File: config.mk
export PLATFORM = sky130hd
export DESIGN_NAME = gpio_input_conditioner
export DESIGN_NICKNAME = d
export VERILOG_FILES = /design/src/rtl/gpio_input_conditioner.sv
export SDC_FILE = /design/constraint.sdc
export NUM_CORES = 1
export LEC_CHECK = 0
export CORE_MARGIN = 2
export CORE_UTILIZATION = 40
export DETAILED_ROUTE_END_ITERATION = 8
export HOLD_SLACK_MARGIN = 0.1
export SKIP_LAST_GASP = 1
export SYNTH_ARGS = -nofsm -noshare
export SYNTH_HDL_FRONTEND = slang
export SYNTH_SLANG_ARGS = --single-unit
File: constraint.sdc
create_clock -name io_clock -period 5.3 [get_ports io_clock]
set_input_delay 0.795 -clock io_clock [delete_from_list [all_inputs] [get_ports io_clock]]
set_output_delay 0.795 -clock io_clock [all_outputs]
set_load 0.01 [all_outputs]
File: src/rtl/gpio_input_conditioner.sv
// Per-pin GPIO input conditioning: pad synchronizer, consecutive-stable debounce
// with per-pin bypass, and registered single-cycle rise/fall event pulses.
module gpio_input_conditioner #(
  parameter int WIDTH           = 32,
  parameter int SYNC_STAGES     = 2,
  parameter int DEBOUNCE_CYCLES = 16
) (
  input  logic             io_clock,
  input  logic             io_reset,
  input  logic [WIDTH-1:0] io_pins_raw,
  input  logic [WIDTH-1:0] io_bypass,
  output logic [WIDTH-1:0] io_pins_read,
  output logic [WIDTH-1:0] io_rise,
  output logic [WIDTH-1:0] io_fall,
  output logic             io_anyEdge
);

  localparam int               CNT_W    = $clog2(DEBOUNCE_CYCLES + 1);
  localparam logic [CNT_W-1:0] CNT_LAST = CNT_W'(DEBOUNCE_CYCLES - 1);
  localparam logic [CNT_W-1:0] CNT_ONE  = CNT_W'(1);

  logic [WIDTH-1:0] sync_p0 [SYNC_STAGES];
  logic [WIDTH-1:0] s_p0;

  logic [CNT_W-1:0] cnt_p1  [WIDTH];
  logic [CNT_W-1:0] cnt_nxt [WIDTH];
  logic [WIDTH-1:0] pins_p1;
  logic [WIDTH-1:0] pins_nxt;
  logic [WIDTH-1:0] rise_p1;
  logic [WIDTH-1:0] fall_p1;
  logic             any_p1;

  // Stage p0: plain flop chain from the asynchronous pads, no logic in between
  always_ff @(posedge io_clock) begin
    if (io_reset) begin
      for (int n = 0; n < SYNC_STAGES; n++) sync_p0[n] <= '0;
    end else begin
      sync_p0[0] <= io_pins_raw;
      for (int n = 1; n < SYNC_STAGES; n++) sync_p0[n] <= sync_p0[n-1];
    end
  end

  assign s_p0 = sync_p0[SYNC_STAGES-1];

  // Any cycle of agreement (or bypass) rearms the count, so only an
  // uninterrupted run of DEBOUNCE_CYCLES mismatches moves the output.
  always_comb begin
    pins_nxt = pins_p1;
    cnt_nxt  = cnt_p1;
    for (int i = 0; i < WIDTH; i++) begin
      if (io_bypass[i]) begin
        pins_nxt[i] = s_p0[i];
        cnt_nxt[i]  = '0;
      end else if (s_p0[i] == pins_p1[i]) begin
        cnt_nxt[i]  = '0;
      end else if (cnt_p1[i] == CNT_LAST) begin
        pins_nxt[i] = s_p0[i];
        cnt_nxt[i]  = '0;
      end else begin
        cnt_nxt[i]  = cnt_p1[i] + CNT_ONE;
      end
    end
  end

  // Stage p1: conditioned level and its edge events, all registered together
  always_ff @(posedge io_clock) begin
    if (io_reset) begin
      for (int i = 0; i < WIDTH; i++) cnt_p1[i] <= '0;
      pins_p1 <= '0;
      rise_p1 <= '0;
      fall_p1 <= '0;
      any_p1  <= 1'b0;
    end else begin
      cnt_p1  <= cnt_nxt;
      pins_p1 <= pins_nxt;
      rise_p1 <= pins_nxt & ~pins_p1;
      fall_p1 <= pins_p1 & ~pins_nxt;
      any_p1  <= |(pins_nxt ^ pins_p1);
    end
  end

  assign io_pins_read = pins_p1;
  assign io_rise      = rise_p1;
  assign io_fall      = fall_p1;
  assign io_anyEdge   = any_p1;

endmodule

==> reports/summary.txt <==
status = complete, no violations
core box area = 0.0304 mm2
largest net degree at the start of global routing = 105
Hold Crit Class = register to register
first drt pass iteration count = 4
WS Path Type = register to register
first-pass GRT wire length = 33900 um
drt initial violations = 240
Starting Density = 0.404
DIE AREA = 0.0322 mm2
P_sw = 1.06 mW
Pins Over Slew Limit = 0
via count = 7616
final-stage net count = 1561
Post-Syn Area = 0.0123 mm2
cts repair resizes = 0
Clock Power Share = 0.464
final hold slack = 0.431 ns
# placed instances = 1725
CTS Sinks = 321
Final Hold Fails = 0
MaxCap Viol Count = 0
post-CTS setup buffer count = 0
Worst Setup Start Kind = register
post-route insts no fill = 1786
ys async rst share = 0
Final Setup Violations = 0
initial antenna violation count = 0
clock transition at the registers of the reported paths = 0.06 ns
# IOs = 163
Top FF cell, synth = dfxtp_1
ranking of synthesized cells by area = dfxtp_1 (52%), ha_1 (13%), nor2_1 (6.8%), nor2b_1 (6.5%), xor2_1 (4.6%)
Final min period = 2.63 ns
Yosys cell types = 19
mean area per synthesized cell = 10.4 um2
LEAKAGE = 6.85 nW
Arr. time, crit path = 2.97 ns
overall routing resource usage = 0.132
I/O Buffers = 162
vias in the first global route = 7058
Post-synth top cells = dfxtp_1 (321), nor2_1 (224), ha_1 (128), inv_1 (128), nor2b_1 (128)
Power Internal = 4.04 mW
CP Capture Type = register
DRC violation count after routing = 0
fmax = 381 MHz
Post-CTS Hold Buffers = 0
Routed Antenna Nets = 0
Seq cells post-synth = 321
top-count cell post-synth = dfxtp_1
worst vdd ir = 0.214 mV
die width = 179 um
clock buffer depth = 3
Final period util = 0.496
DP HPWL = 15300 um
CTS H-tree lvls = 2
Post-synth EDFFs = 0
antenna fix cells = 0
DR WL/cell = 11.8 um
Synth Net Count = 1379
Sw Ratio = 0.207
Setup TNS = 0 ns
Max Clock Skew = 0.00668 ns
data required time of the worst path = 5.64 ns
Yosys top cell area share = 0.522
gr ovfl total = 0
Yosys top cell by area = dfxtp_1
relative slew slack = 0.491
Syn. warnings = 0
Gate power share = 0.049
Area Growth Syn to Fin = 25.6%
crit-path max FO = 3
Clk Latency, worst-skew pair = 0.49 ns
Worst-Margin Slew = 0.763 ns
RSZ-0062 raised after global routing = false
share of cells above drive strength 1 = 0.0489
Vias/cell = 4.26
Seq pwr share = 0.487
Final Power = 5.10 mW
global placer's final weighted congestion = 0.698
clk root buf = clkbuf_16
Syn Inst Count = 1185
Core Util, Final = 0.508
number of buffers created by CTS = 36
CTS tree = yes
Die H = 179 um
Seq/Total Area, Yosys = 0.522
Cell Rows = 64
Post-Route WL = 21100 um
Cell Pwr Density = 330 mW/mm2
## stage by stage
stage | cell area [um2] | setup slack (ns)
finish | 15400 | 2.67
detailed placement | 14300 | 2.33
global route | 15400 | 2.46
CTS | 15400 | 2.62
floorplan | 12300 | 3.05
global placement | 14300 | 2.34
## registers in the layout (all words and copies together) (netlist names)
| register | count |
|---|---|
| io_anyEdge | 1 |
| io_pins_read | 32 |
| cnt_p1 | 160 |
| io_fall | 32 |
| sync_p0 | 64 |
| io_rise | 32 |
## logic make-up after synthesis
kind of cell | count (synthesis) | share of synthesized area
compound gates | 1 | 0.000406
fa+ha+maj | 128 | 0.130
mux | 32 | 0.0260
buf+inv | 149 | 0.0489
flops | 321 | 0.522
simple gates | 458 | 0.204
xor+xnor | 96 | 0.0684
## path summary, 6_finish.rpt
path / start / endpoint / slack [ns] / depth (start not counted)
max: cnt_p1[95] / io_anyEdge / 2.67 / 10
min: sync_p0[0][25] / sync_p0[0][57] / 0.43 / 1
max reg2reg: cnt_p1[95] / io_anyEdge / 2.67 / 10
min reg2reg: sync_p0[0][25] / sync_p0[0][57] / 0.43 / 1
## cell type report
type,instances,area [um2]
flip-flops and latches,321,6430
repair buffers,165,1650
clock inverters,6,80.1
clock buffers,55,1040
inverters,128,480
fillers,2815,15000
multi-input cells,715,5270
well taps,396,495
## routing by layer
metal  track usage  vias to the layer above  wire length (um)
met5             0                        -                 0
met2         0.220                      116              9890
li1              -                     4077                 -
met4        0.0417                        0               438
met1         0.167                     3389              9610
met3        0.0329                       34              1130
## critical path, stage by stage, from the launching register on
cell	delay [ns]
dfxtp_1	0.32
ha_1	0.22
and3_1	0.19
ha_1	0.19
nor2_1	0.26
mux2i_1	0.32
inv_1	0.08
ha_1	0.28
nand4_1	0.19
nor4_1	0.33
a21oi_1	0.10
## power by group through the flow
stage | registers [mW] | clock network (mW) | logic [mW]
after CTS | 2.48 | 2.45 | 0.257
after floorplan | 2.54 | 0 | 0.130
after global routing | 2.49 | 2.54 | 0.279
after detailed placement | 2.54 | 0 | 0.256
final | 2.48 | 2.36 | 0.250
after global placement | 2.54 | 0 | 0.255
## placed cells by master (no fill, tap or decap), drive strengths merged
cell and instances:
nand4 8, mux2i 32, inv 128, buf 4
clkinv 4, clkbuf 55, nand3b 32, and3 32
nand3 32, dfxtp 321, a21oi 1, xor2 64
ha 128, nor2b 128, xnor2 32, nor2 224
nor4 2, clkdlybuf4s50 161, bufinv 2
Note: power is estimated with default switching activity, not from simulation.
